### config.mk
export PLATFORM = sky130hd
export DESIGN_NAME = anim_sequencer
export DESIGN_NICKNAME = d
export VERILOG_FILES = /design/src/rtl/anim_sequencer.sv
export SDC_FILE = /design/constraint.sdc
export NUM_CORES = 1
export LEC_CHECK = 0
export ABC_AREA = 1
export CELL_PAD_IN_SITES_DETAIL_PLACEMENT = 1
export CELL_PAD_IN_SITES_GLOBAL_PLACEMENT = 2
export CORE_ASPECT_RATIO = 2
export CORE_MARGIN = 8
export CORE_UTILIZATION = 33
export CTS_CLUSTER_SIZE = 25
export DETAILED_ROUTE_END_ITERATION = 8
export PLACE_DENSITY_LB_ADDON = 0.1
export SYNTH_ARGS = -nofsm -noshare
export SYNTH_HDL_FRONTEND = slang
export SYNTH_SLANG_ARGS = --single-unit
### constraint.sdc
create_clock -name frame_clk -period 3.2 [get_ports frame_clk]
set_input_delay 0.64 -clock frame_clk [delete_from_list [all_inputs] [get_ports frame_clk]]
set_output_delay 0.64 -clock frame_clk [all_outputs]
set_load 0.02 [all_outputs]
### src/rtl/anim_sequencer.sv
// Sprite-animation sequencer: arbitrates looping and one-shot animation channels
// and steps the frame index at a programmable hold rate on frame_clk.
module anim_sequencer #(
    parameter int unsigned NUM_ANIMS = 4,
    parameter int unsigned FRAME_W = 3,
    parameter int unsigned HOLD_W = 5,
    parameter int unsigned HOLD_TICKS = 11,
    parameter logic [NUM_ANIMS*FRAME_W-1:0] ANIM_LEN = {3'd4, 3'd3, 3'd5, 3'd4},
    parameter logic [NUM_ANIMS-1:0] ONESHOT_MASK = 4'b1110,
    parameter int unsigned ID_W = (NUM_ANIMS > 1) ? $clog2(NUM_ANIMS) : 1
) (
    input  logic                 frame_clk,
    input  logic                 Reset,
    input  logic [NUM_ANIMS-1:0] req,
    input  logic                 freeze,
    output logic [ID_W-1:0]      anim_id,
    output logic [FRAME_W-1:0]   frame,
    output logic                 active,
    output logic                 new_frame,
    output logic                 done
);

    localparam logic StIdle = 1'b0;
    localparam logic StPlay = 1'b1;
    localparam logic [HOLD_W-1:0] HOLD_LAST = HOLD_W'(HOLD_TICKS - 1);

    if (HOLD_TICKS < 1 || HOLD_TICKS > (2 ** HOLD_W) - 1) begin : g_bad_hold
        $error("anim_sequencer: HOLD_TICKS out of range");
    end
    for (genvar g = 0; g < NUM_ANIMS; g++) begin : g_len_chk
        if (ANIM_LEN[g*FRAME_W +: FRAME_W] == '0) begin : g_bad_len
            $error("anim_sequencer: ANIM_LEN entry is zero");
        end
    end

    logic                 state_q, state_d;
    logic [ID_W-1:0]      anim_id_q, anim_id_d;
    logic [FRAME_W-1:0]   frame_q, frame_d;
    logic [HOLD_W-1:0]    hold_q, hold_d;
    logic                 new_frame_q, new_frame_d;
    logic                 done_q, done_d;
    logic [NUM_ANIMS-1:0] req_q;

    // One-shots start on a rising edge, loops on the level.
    logic [NUM_ANIMS-1:0] os_start;
    logic [NUM_ANIMS-1:0] start_vec;
    logic                 start_any, os_any;
    logic [ID_W-1:0]      start_sel, os_sel;
    logic [FRAME_W-1:0]   cur_len;
    logic                 cur_oneshot;

    assign os_start    = req & ~req_q & ONESHOT_MASK;
    assign start_vec   = os_start | (req & ~ONESHOT_MASK);
    assign cur_oneshot = ONESHOT_MASK[anim_id_q];

    always_comb begin
        start_any = 1'b0;
        start_sel = '0;
        os_any    = 1'b0;
        os_sel    = '0;
        cur_len   = '0;
        for (int i = 0; i < int'(NUM_ANIMS); i++) begin
            if (start_vec[i]) begin
                start_any = 1'b1;
                start_sel = ID_W'(i);
            end
            if (os_start[i]) begin
                os_any = 1'b1;
                os_sel = ID_W'(i);
            end
            if (anim_id_q == ID_W'(i)) begin
                cur_len = ANIM_LEN[i*FRAME_W +: FRAME_W];
            end
        end
    end

    always_comb begin
        state_d     = state_q;
        anim_id_d   = anim_id_q;
        frame_d     = frame_q;
        hold_d      = hold_q;
        new_frame_d = 1'b0;
        done_d      = 1'b0;
        if (!freeze) begin
            case (state_q)
                StIdle: begin
                    if (start_any) begin
                        state_d     = StPlay;
                        anim_id_d   = start_sel;
                        frame_d     = FRAME_W'(1);
                        hold_d      = '0;
                        new_frame_d = 1'b1;
                    end
                end
                StPlay: begin
                    // Preempt beats a simultaneous loop drop; one-shots are uninterruptible.
                    if (!cur_oneshot && os_any && (os_sel > anim_id_q)) begin
                        anim_id_d   = os_sel;
                        frame_d     = FRAME_W'(1);
                        hold_d      = '0;
                        new_frame_d = 1'b1;
                    end else if (!cur_oneshot && !req[anim_id_q]) begin
                        state_d   = StIdle;
                        anim_id_d = '0;
                        frame_d   = '0;
                        hold_d    = '0;
                    end else if (hold_q == HOLD_LAST) begin
                        hold_d = '0;
                        if (frame_q < cur_len) begin
                            frame_d     = frame_q + FRAME_W'(1);
                            new_frame_d = 1'b1;
                        end else if (!cur_oneshot) begin
                            frame_d     = FRAME_W'(1);
                            new_frame_d = 1'b1;
                        end else begin
                            state_d   = StIdle;
                            anim_id_d = '0;
                            frame_d   = '0;
                            done_d    = 1'b1;
                        end
                    end else begin
                        hold_d = hold_q + HOLD_W'(1);
                    end
                end
                default: state_d = StIdle;
            endcase
        end
    end

    always_ff @(posedge frame_clk or posedge Reset) begin
        if (Reset) begin
            state_q     <= StIdle;
            anim_id_q   <= '0;
            frame_q     <= '0;
            hold_q      <= '0;
            new_frame_q <= 1'b0;
            done_q      <= 1'b0;
            req_q       <= '0;
        end else begin
            state_q     <= state_d;
            anim_id_q   <= anim_id_d;
            frame_q     <= frame_d;
            hold_q      <= hold_d;
            new_frame_q <= new_frame_d;
            done_q      <= done_d;
            req_q       <= req;
        end
    end

    assign anim_id   = anim_id_q;
    assign frame     = frame_q;
    assign active    = (state_q == StPlay);
    assign new_frame = new_frame_q;
    assign done      = done_q;

endmodule

After elaboration in Yosys (flattened, before gate mapping):

Cells that the tools add are included.

* add/sub/neg operators: 2
* magnitude comparators: 3
* equality and inequality tests: 8
* muxes and demuxes: 59
* bitwise gates (word level): 5
* reduce and logical (&&, ||, !) cells: 9

Operators with widths (count)
* $mux 1: 29
* $mux 3: 9
* $mux 2: 10
* $mux 5: 4
* $pmux 5 s2: 1
* $ne 4x1->1 const B: 2
* $pmux 3 s2: 1
* $add 5x1->5 const B: 1
* $eq 5x4->1 const B: 1
* $reduce_and 5->1: 1
* $and 4x4->4: 1
* $bmux 1 s2: 2
* $eq 2x2->1 const B: 2
* $ne 4x4->1 const B: 1
* $not 4->4: 1
* $or 4x1->4: 1
* $pmux 1 s2: 2
* $pmux 2 s2: 1
* $add 3x1->3 const B: 1
* $logic_and 1x1->1: 3
* $lt 2x3->1 const B: 1
* $lt 3x3->1: 1
* $reduce_and 3->1: 1
* $eq 2x1->1 const B: 1
* 6 further kinds: 8

* flip-flop bits (word level): 17

Logic depth before layout (Yosys ltp):

Gate-level depths: netlist of the first run.

* depth in word-level cells: 12
* depth in mapped cells: 15
* gate-level depth less buffers: 15

Worst setup path before layout of the first run:

Ideal clock, no wire load.

* path type: input -> register
* from: in req[3]
* to: reg anim_id_q[0], in the netlist anim_id[0]
* setup time: 118 ps
* arrival time: 1906 ps
* required time: 3082 ps
* setup slack: 1176 ps
* stages on the path: 11
* path buffers: 0
* cell sequence: nand2_1 -> a21boi_0 -> ha_1 -> a21oi_2 -> nand2_1 -> nor2_1 -> nor2_4 -> nand3_1 -> nand2_1 -> nand2_1 -> nand2_1

* cells in the longest elaborated chain, start to end: 7
* elaborated cells on any way between the ends: 22
* those cells by class: 1 x order compare; 4 x eq/ne; 10 x mux; 2 x bitwise; 5 x reduce/logical

RTL lines
* from (decl): RTL line 14 `input logic [NUM_ANIMS-1:0] req,`
* parallel branches: the longest is 7 deep, another holds $gt 2x2->1
* to (signal assigned): RTL line 141 `anim_id_q <= anim_id_d;`
* to (decl): RTL line 37 `logic [ID_W-1:0] anim_id_q, anim_id_d;`

Several ways; the timed one is not identified. The select of a mux whose other input is x is not followed.
A chain may end at the register's enable or synchronous reset.

Worst setup path in the final report of the first run:

* from: in req[1]
* to: reg anim_id_q[0], in the netlist anim_id[0]

* cells in the longest elaborated chain, start to end: 8
* elaborated cells on any way between the ends: 30
* those cells by class: 1 x order compare; 4 x eq/ne; 18 x mux; 2 x bitwise; 5 x reduce/logical

RTL lines
* $and 4x4->4: RTL line 52 `assign os_start = req & ~req_q & ONESHOT_MASK;`
* $mux 1: RTL line 67 `if (os_start[i]) begin`
* $mux 2 / $mux 1 (equally long branches) (2 in series): RTL line 67
* $gt 2x2->1 / $logic_and 1x1->1 (equally long branches): RTL line 97 `if (!cur_oneshot && os_any && (os_sel > anim_id_q)) begin`
* $logic_and 1x1->1: RTL line 97
* $ne 4x4->1 (no source line) (tied with other cells)
* $reduce_and 5->1 (no source line) / $pmux 2 s2 (equally long branches)

Several ways; a longest one is shown, not always the timed one. The select of a mux whose other input is x is not followed.

==> impl_metrics.py, run 1 <==
metrics = {
    "pwr": {
        "peakVddDrop_mv": 0.403,
        "p_leak_nw": 0.644,
        "p_per_area_nw_per_um2": 854,
    },
    "critical_path": {
        "reg2reg_from": "anim_id[0]$_DFFE_PP0P_",
        "worstPathArrival_ps": 2620,
        "required_ps": 3340,
        "reg2reg_slack_ps": 1180,
        "cp-end-kind": "register",
        "criticalPathCategory": "input pin to register",
        "startpoint_type": "input pin",
        "worstRegToRegCells": 10,
        "r2r-end": "frame[0]$_DFFE_PP0P_",
        "crit_fanout": 5,
    },
    "worst_hold_path": {
        "whs_path_depth": 2,
        "hp-start": "frame[2]$_DFFE_PP0P_",
        "hp-class": "register to register",
        "hold_end": "frame[2]$_DFFE_PP0P_",
    },
    "floorplan": {
        "die_w_um": 56.2,
        "io_pins": 15,
        "start_util": 0.342,
        "dieHeight_um": 96.4,
        "core-area_um2": 3120,
        "dieArea_um2": 5420,
        "rows": 29,
    },
    "placement": {
        "gp_congestion": 0.844,
        "dpl.cell_count": 187,
        "dp_hpwl_mm": 2.39,
        "place.port_buffers": 14,
    },
    "global_routing": {
        "grt_max_degree": 17,
        "grt_use_total": 0.115,
        "antenna_found_initial": 0,
        "grt_overflow_total": 0,
        "grt_pass1_vias": 1059,
        "grt_pass1_wl_mm": 4.95,
    },
    "timing": {
        "finalHoldViolations": 0,
        "worst_slew_pin_slew_ps": 645,
        "finClkSkew_ps": 1.22,
        "rsz0062_at_grt": "no",
        "relSlewSlack": 0.570,
        "finalSetupViolCount": 0,
        "fin_crit_sh": 0.774,
        "fin_tns_setup_ps": 0,
        "slew_viol_final": 0,
        "clock.fmax_mhz": 404,
        "period_needed_ps": 2480,
    },
    "clocking": {
        "clock_sinks": 16,
        "cts_resized": 0,
        "cts_buffer_depth": 2,
        "cts_root_buf": "clkbuf_8",
        "post_cts_buffers": 0,
        "insertion_delay_ps": 250,
        "cts_tree": "done",
        "cts_buffers": 3,
        "path_clk_slew_ps": 60,
        "h-tree-depth": 1,
        "ctsHoldBuffers": 0,
    },
    "finish": {
        "fill_cells": 415,
        "syn_to_final_growth_pct": 19.6,
        "drive_above_1_share": 0.113,
        "final_cells": 190,
        "diodes": 0,
        "nNetsFinal": 177,
    },
    "synth": {
        "yosysWarnings": 0,
        "syn-num-nets": 159,
        "synth.distinct_cells": 22,
        "avgSynthCellArea_um2": 7.46,
        "synth-seq-cells": 16,
        "ys_seq_area_frac": 0.375,
        "synth_area_um2": 1070,
        "netlist_instances": 143,
    },
    "detailed_routing": {
        "wl_per_cell_um": 15.1,
        "vias": 947,
        "drt_first_pass_iters": 4,
        "wl_mm": 2.87,
        "drt-vias-per-instance": 4.98,
        "drtAntennaViolNets": 0,
        "drcViolationCount": 0,
        "first_iter_violations": 14,
    },
    "status": {
        "run_status": "complete, no violations",
    },
    "job": {
        "drv_cap": 0,
    },
}
==> per-stage QoR <==
step	hold WS, ps	setup WS (ps)	utilization	total power [mW]	cell area, um^2
6_report	573	724	0.409	1.09	1280
4_1_cts	577	687	0.409	1.12	1280
3_3_place_gp	537	497	0.396	0.937	1230
3_5_place_dp	555	424	0.396	0.955	1230
5_1_grt	611	451	0.409	1.20	1280
2_1_floorplan	549	1180	-	0.743	1070
==> report_power, final <==
part           internal (mW)  switching (mW)  total [mW]
clock network         0.0835          0.0692       0.153
logic                  0.231           0.387       0.618
registers              0.254          0.0660       0.320
==> cell usage after synthesis <==
| library cell | count | area, um^2 |
|---|---|---|
| buf_6 | 1 | 11.3 |
| and3_1 | 1 | 6.26 |
| ha_1 | 9 | 113 |
| nand2_1 | 43 | 161 |
| nand3_1 | 14 | 70.1 |
| a21oi_4 | 1 | 16.3 |
| inv_2 | 4 | 15.0 |
| o21ai_1 | 2 | 10.0 |
| o211ai_1 | 1 | 7.51 |
| nor2_2 | 2 | 12.5 |
| nand2_2 | 3 | 18.8 |
| nor2_4 | 3 | 33.8 |
| a21boi_0 | 1 | 7.51 |
| a21oi_2 | 1 | 8.76 |
| xnor2_1 | 1 | 8.76 |
| nand4_1 | 1 | 6.26 |
| dfrtp_1 | 16 | 400 |
| nor2_1 | 15 | 56.3 |
| a21oi_1 | 3 | 15.0 |
| inv_1 | 17 | 63.8 |
| o21ai_0 | 3 | 15.0 |
| nor3_2 | 1 | 10.0 |
==> state kept, by name, indices dropped and copies added, names as in the netlist <==
| signal | cells |
|---|---|
| done | 1 |
| active | 1 |
| new_frame | 1 |
| req_q | 3 |
| frame | 3 |
| hold_q | 5 |
| anim_id | 2 |
==> how the worst max path moves through the flow <==
stage | from | to | slack (ps) | cells past startpoint
floorplan | req[3] | anim_id[0]$_DFFE_PP0P_ | 1180 | 11
global placement | req[1] | anim_id[0]$_DFFE_PP0P_ | 500 | 13
detailed placement | req[2] | anim_id[0]$_DFFE_PP0P_ | 420 | 12
CTS | req[2] | frame[1]$_DFFE_PP0P_ | 690 | 13
global route | req[2] | frame[1]$_DFFE_PP0P_ | 450 | 13
finish | req[1] | anim_id[0]$_DFFE_PP0P_ | 720 | 13
==> per-layer routing <==
metal,part of all wire,GRT usage
met1,0.35,0.0978
met2,0.61,0.246
met3,0.021,0.0170
met4,0.019,0.0484
met5,0,0
==> critical path, cell delays in order <==
cell,delay (ps)
clkdlybuf4s50_1,510
inv_1,80
nor2_2,140
a21boi_0,150
ha_1,310
a21oi_2,110
nand2_1,80
nor2_1,190
nor2_4,70
nand3_1,120
nand2_1,90
nand2_1,90
nand2_1,50
==> cells in the final DEF, fill, tap and decap left out <==
cell / count
nand2_1: 43
inv_1: 17
dfrtp_1: 16
nor2_1: 15
nand3_1: 14
clkdlybuf4s50_1: 14
ha_1: 9
inv_2: 4
nand2_2: 3
nor2_4: 3
a21oi_1: 3
o21ai_0: 3
clkbuf_8: 3
nor2_2: 2
o21ai_1: 2
a21oi_4: 1
nor3_2: 1
o211ai_1: 1
a21oi_2: 1
a21boi_0: 1
nand4_1: 1
and3_1: 1
xnor2_1: 1
==> cell type report <==
class	instances	area, um^2	area share
multi-input combinational	105	577	0.452
sequential	16	400	0.314
timing repair buffer	14	140	0.110
inverter	21	78.8	0.0618
clock buffer	3	41.3	0.0324
tap	31	38.8	0.0304
==> logic make-up after synthesis <==
kind of cell	after synthesis	synth area share
adders and majority gates	9	0.106
DFF	16	0.375
AOI/OAI and AO/OA	12	0.0750
xor gates and xnor gates	1	0.00821
buffers and inverters	22	0.0844
and+or+nand+nor	83	0.352
Power figures use the tool's default switching activity.
==> inputs of run 2 (changes only) <==
--- a/config.mk
+++ b/config.mk
@@ -10,7 +10,7 @@
 export CELL_PAD_IN_SITES_GLOBAL_PLACEMENT = 2
 export CORE_ASPECT_RATIO = 2
 export CORE_MARGIN = 8
-export CORE_UTILIZATION = 33
+export CORE_UTILIZATION = 30
 export CTS_CLUSTER_SIZE = 25
 export DETAILED_ROUTE_END_ITERATION = 8
 export PLACE_DENSITY_LB_ADDON = 0.1
==> constraint.sdc (replaced) <==
create_clock -name frame_clk -period 2.35 [get_ports frame_clk]
set_input_delay 0.47 -clock frame_clk [delete_from_list [all_inputs] [get_ports frame_clk]]
set_output_delay 0.47 -clock frame_clk [all_outputs]
set_load 0.02 [all_outputs]
==> run 2 against run 1 <==
Effect of this change: global-route usage is 0.21 points higher; highest routed layer unchanged; design area is 12% higher; sequential power is 34% higher; largest power group unchanged; critical path type unchanged; via count is 7.4% higher; setup slack worse by 540 ps.
==> impl_metrics.py, run 2 (same netlist as run 1, synthesis figures left out) <==
metrics = {
    "finish": {
        "fill_cells": 443,
        "final_util": 0.420,
        "largest_register_ffs": 5,
        "regMostFlops": "hold_q",
        "multi_input_area_um2": 587,
        "final_cells": 223,
        "finalInstanceArea_um2": 1430,
        "nNetsFinal": 192,
        "drive_above_1_share": 0.211,
        "diodes": 0,
        "final_common_cell": "nand2_1",
        "syn_to_final_growth_pct": 34.3,
        "final_cell_mix": "42 x nand2_1, 17 x inv_1, 16 x dfrtp_1",
        "ff_latch_area_um2": 400,
    },
    "pwr": {
        "intPower_uw": 869,
        "p_switching_uw": 744,
        "p_total_mw": 1.61,
        "combPwrFrac": 0.578,
        "seqPwrFrac": 0.266,
        "peakVddDrop_mv": 0.447,
        "p_leak_nw": 0.725,
        "switching_share": 0.461,
        "p_clk_frac": 0.155,
        "p_per_area_nw_per_um2": 1120,
    },
    "floorplan": {
        "dieArea_um2": 5840,
        "io_pins": 15,
        "rows": 30,
        "start_util": 0.312,
        "dieHeight_um": 100,
        "core-area_um2": 3420,
        "die_w_um": 58.2,
    },
    "clocking": {
        "cts_resized": 0,
        "cts_root_buf": "clkbuf_8",
        "cts_buffer_depth": 2,
        "cts_buffers": 3,
        "cts_tree": "done",
        "h-tree-depth": 1,
        "insertion_delay_ps": 250,
        "post_cts_buffers": 0,
        "ctsHoldBuffers": 0,
        "path_clk_slew_ps": 70,
        "clock_sinks": 16,
    },
    "critical_path": {
        "startpoint_type": "input pin",
        "reg2reg_slack_ps": 460,
        "crit_fanout": 5,
        "criticalPathCategory": "input pin to register",
        "worstPathArrival_ps": 2310,
        "required_ps": 2500,
        "r2r-end": "frame[0]$_DFFE_PP0P_",
        "worstRegToRegCells": 10,
        "reg2reg_from": "anim_id[0]$_DFFE_PP0P_",
        "cp-startpoint": "req[2]",
        "crit_path_end": "anim_id[0]$_DFFE_PP0P_",
        "cp-end-kind": "register",
    },
    "detailed_routing": {
        "first_iter_violations": 14,
        "wl_per_cell_um": 13.7,
        "drt_first_pass_iters": 4,
        "wl_mm": 3.06,
        "drcViolationCount": 0,
        "vias": 1017,
        "drtAntennaViolNets": 0,
        "drt-vias-per-instance": 4.56,
    },
    "placement": {
        "dpl.cell_count": 219,
        "place.port_buffers": 14,
        "gp_congestion": 0.823,
        "dp_hpwl_mm": 2.57,
        "placed_cell_area_um2": 1370,
        "place_ws_ps": -189,
    },
    "timing": {
        "finClkSkew_ps": 2.93,
        "period_needed_ps": 2160,
        "clock.fmax_mhz": 463,
        "finalSetupViolCount": 0,
        "fin_tns_setup_ps": 0,
        "setup_ws_ps": 188,
        "rsz0062_at_grt": "no",
        "relSlewSlack": 0.549,
        "fin_crit_sh": 0.920,
        "finalHoldViolations": 0,
        "slew_viol_final": 0,
        "timing.hold.ws_ps": 556,
        "worst_slew_pin_slew_ps": 675,
    },
    "global_routing": {
        "grt_pass1_wl_mm": 5.26,
        "antenna_found_initial": 0,
        "grt_overflow_total": 0,
        "grt_max_degree": 17,
        "busiest_layer": "met2",
        "grt_use_total": 0.117,
        "gr-usage-met3": 0.0244,
        "grt_pass1_vias": 1175,
        "grt_use_met1": 0.0977,
        "gr-usage-met2": 0.247,
    },
    "worst_hold_path": {
        "hp-class": "register to register",
    },
    "status": {
        "run_status": "complete, no violations",
    },
    "job": {
        "drv_cap": 0,
    },
}
[run 2: cell types whose count changed in the layout (fill, tap and decap cells not counted), sizes merged]
| cell | change |
|---|---|
| buf | +15 |
| clkbuf | +1 |
[run 2: power groups by stage]
stage	Combinational [mW]	Sequential, mW	Clock, mW
after global placement	0.910	0.431	0
after global routing	1.06	0.439	0.269
after floorplan	0.538	0.474	0
after CTS	0.941	0.431	0.262
final	0.933	0.429	0.251
after detailed placement	0.932	0.436	0
[run 2: layout make-up]
cell class / instances / share of cell area
multi-input cells: 105 / 0.409
flip-flops and latches: 16 / 0.279
repair buffers: 29 / 0.176
inverters: 21 / 0.0550
well taps: 48 / 0.0419
clock buffers: 4 / 0.0384
[run 2: critical path, stage by stage]
cell and delay (ps):
clkdlybuf4s50_1 470, nand2_1 100, buf_4 150, nand2_2 70, ha_1 250, a21oi_2 140, nand2_1 80, nor2_1 200
nor2_4 70, nand3_1 120, nand2_1 90, nand2_1 60, nand2_1 40
[run 2: how the worst min path moves through the flow]
stage	slack, ps	start	end	cells past startpoint
6_report	560	frame[0]$_DFFE_PP0P_	frame[0]$_DFFE_PP0P_	2
5_1_grt	600	frame[0]$_DFFE_PP0P_	frame[0]$_DFFE_PP0P_	2
4_1_cts	570	frame[1]$_DFFE_PP0P_	frame[1]$_DFFE_PP0P_	2
3_5_place_dp	540	frame[1]$_DFFE_PP0P_	frame[1]$_DFFE_PP0P_	2
3_3_place_gp	540	frame[1]$_DFFE_PP0P_	frame[1]$_DFFE_PP0P_	2
2_1_floorplan	380	Reset	active$_DFFE_PP0N_	1
[run 2: routing by layer]
layer	vias up	share of wire	wire, um
met3	4	0.027	83
met2	10	0.62	1900
met4	0	0.014	42
met5	-	0	0
met1	493	0.34	1030
li1	510	-	-
==> inputs of run 3 (changes only) <==
--- a/config.mk
+++ b/config.mk
@@ -6,10 +6,11 @@
 export NUM_CORES = 1
 export LEC_CHECK = 0
 export ABC_AREA = 1
+export CAP_MARGIN = 20
 export CELL_PAD_IN_SITES_DETAIL_PLACEMENT = 1
 export CELL_PAD_IN_SITES_GLOBAL_PLACEMENT = 2
 export CORE_ASPECT_RATIO = 2
-export CORE_MARGIN = 8
+export CORE_MARGIN = 3
 export CORE_UTILIZATION = 30
 export CTS_CLUSTER_SIZE = 25
 export DETAILED_ROUTE_END_ITERATION = 8
==> run 3 against run 2 <==
Effect of this change: critical endpoint is now frame[1]$_DFFE_PP0P_; setup slack worse by 13 ps; design area is 0.96% lower; largest power group unchanged; critical path type unchanged; die area is 25% lower; first-iteration DRC count is 36% lower; register-to-register slack worse by 30 ps; power is 1.7% lower; via count is 1.4% lower; clock-buffer cell count stayed put.
==> impl_metrics.py, run 3 (same netlist as run 1, synthesis figures left out) <==
metrics = {
    "timing": {
        "slew_viol_final": 0,
        "worst_slew_pin_slew_ps": 654,
        "finalHoldViolations": 0,
        "finalSetupViolCount": 0,
        "relSlewSlack": 0.563,
        "period_needed_ps": 2170,
        "setup_ws_ps": 176,
        "finClkSkew_ps": 11.3,
        "fin_crit_sh": 0.925,
        "clock.fmax_mhz": 460,
    },
    "clocking": {
        "path_clk_slew_ps": 70,
        "h-tree-depth": 1,
        "insertion_delay_ps": 260,
        "cts_buffer_depth": 2,
        "cts_tree": "done",
        "cts_root_buf": "clkbuf_8",
        "clock_sinks": 16,
        "cts_buffers": 3,
    },
    "global_routing": {
        "grt_pass1_vias": 1120,
        "antenna_found_initial": 0,
        "grt_max_degree": 17,
        "grt_use_total": 0.155,
        "grt_pass1_wl_mm": 4.91,
        "grt_overflow_total": 0,
    },
    "finish": {
        "final_util": 0.416,
        "drive_above_1_share": 0.195,
        "syn_to_final_growth_pct": 33.1,
        "final_cells": 222,
        "final_common_cell": "nand2_1",
        "multi_input_area_um2": 581,
        "nNetsFinal": 191,
        "regMostFlops": "hold_q",
        "diodes": 0,
        "largest_register_ffs": 5,
        "finalInstanceArea_um2": 1420,
        "fill_cells": 444,
        "final_cell_mix": "43 x nand2_1, 17 x inv_1, 16 x dfrtp_1",
        "ff_latch_area_um2": 400,
    },
    "detailed_routing": {
        "wl_mm": 2.88,
        "drcViolationCount": 0,
        "wl_per_cell_um": 13.0,
        "drt-vias-per-instance": 4.52,
        "drt_first_pass_iters": 4,
        "first_iter_violations": 9,
        "vias": 1003,
        "drtAntennaViolNets": 0,
    },
    "placement": {
        "placed_cell_area_um2": 1360,
        "dp_hpwl_mm": 2.46,
        "place.port_buffers": 14,
        "place_ws_ps": -153,
        "gp_congestion": 0.728,
        "dpl.cell_count": 218,
    },
    "critical_path": {
        "cp-end-kind": "register",
        "criticalPathCategory": "input pin to register",
        "worstPathArrival_ps": 2380,
        "worstRegToRegCells": 10,
        "startpoint_type": "input pin",
        "reg2reg_from": "anim_id[0]$_DFFE_PP0P_",
        "r2r-end": "frame[0]$_DFFE_PP0P_",
        "reg2reg_slack_ps": 430,
        "required_ps": 2560,
        "crit_fanout": 7,
    },
    "worst_hold_path": {
        "hp-start": "frame[0]$_DFFE_PP0P_",
        "hp-class": "register to register",
        "hold_end": "frame[0]$_DFFE_PP0P_",
        "whs_path_depth": 2,
    },
    "floorplan": {
        "io_pins": 15,
        "die_w_um": 48.2,
        "core-area_um2": 3420,
        "start_util": 0.312,
        "dieHeight_um": 90.4,
        "rows": 30,
        "dieArea_um2": 4350,
    },
    "pwr": {
        "p_leak_nw": 0.719,
        "peakVddDrop_mv": 0.418,
        "p_per_area_nw_per_um2": 1120,
    },
    "job": {
        "drv_cap": 0,
    },
    "status": {
        "run_status": "complete, no violations",
    },
}
[run 3: cell count changes in the layout (fill, tap and decap cells not counted)]
cell	previous run	this run
buf_4	15	14
nand2_1	42	43
nand2_2	4	3
a21boi_2	1	0
a21boi_1	0	1
[run 3: power breakdown]
part / internal, mW / switching [mW] / leakage, nW
sequential: 0.346 / 0.0818 / 0.206
clock: 0.149 / 0.103 / 0.0288
combinational: 0.365 / 0.541 / 0.484
total: 0.860 / 0.726 / 0.719
[run 3: per-stage QoR]
stage / hold WS [ps] / power (mW) / setup TNS [ps]
2_1_floorplan: 384 / 1.01 / 0
3_3_place_gp: 531 / 1.32 / -634
3_5_place_dp: 546 / 1.35 / -1370
4_1_cts: 563 / 1.61 / 0
5_1_grt: 604 / 1.75 / -6.56
6_report: 557 / 1.59 / 0
[run 3: how the worst max path moves through the flow]
stage,from,endpoint,slack (ps),depth (start not counted)
detailed placement,req[2],anim_id[1]$_DFFE_PP0P_,-150,12
finish,req[2],frame[1]$_DFFE_PP0P_,180,14
global route,req[1],frame[1]$_DFFE_PP0P_,-7,14
floorplan,req[3],anim_id[0]$_DFFE_PP0P_,500,11
CTS,req[2],frame[1]$_DFFE_PP0P_,100,13
global placement,req[2],anim_id[1]$_DFFE_PP0P_,-90,12
[run 3: cell type report]
| cell class | instances | area share |
|---|---|---|
| flip-flops and latches | 16 | 0.282 |
| multi-input cells | 105 | 0.409 |
| repair buffers | 28 | 0.173 |
| clock buffers | 4 | 0.0388 |
| well taps | 48 | 0.0423 |
| inverters | 21 | 0.0555 |
[run 3: routing by layer]
layer	track usage	up-vias	wire, um
met5	0	-	0
met4	0.0539	0	44
met3	0.0180	4	48
met2	0.298	9	1810
met1	0.146	480	975
li1	-	510	-
[run 3: worst max-delay path, stage by stage]
cell and delay, ps:
clkdlybuf4s50_1 480, nand2_1 90, buf_4 150, nand2_2 70, ha_1 250, a21oi_2 140, nand2_1 80, inv_2 50
nand2_1 60, nand2_1 140, nor2_2 70, nor2_4 170, nand2_1 90, nand2_1 60
[run 3: timing repair]
action | CTS | global route
resized for setup | 0 | 2
hold buffers | 0 | 0
setup endpoints to repair | 0 | 9
hold endpoints to repair | 0 | 0
setup buffers | 0 | 0
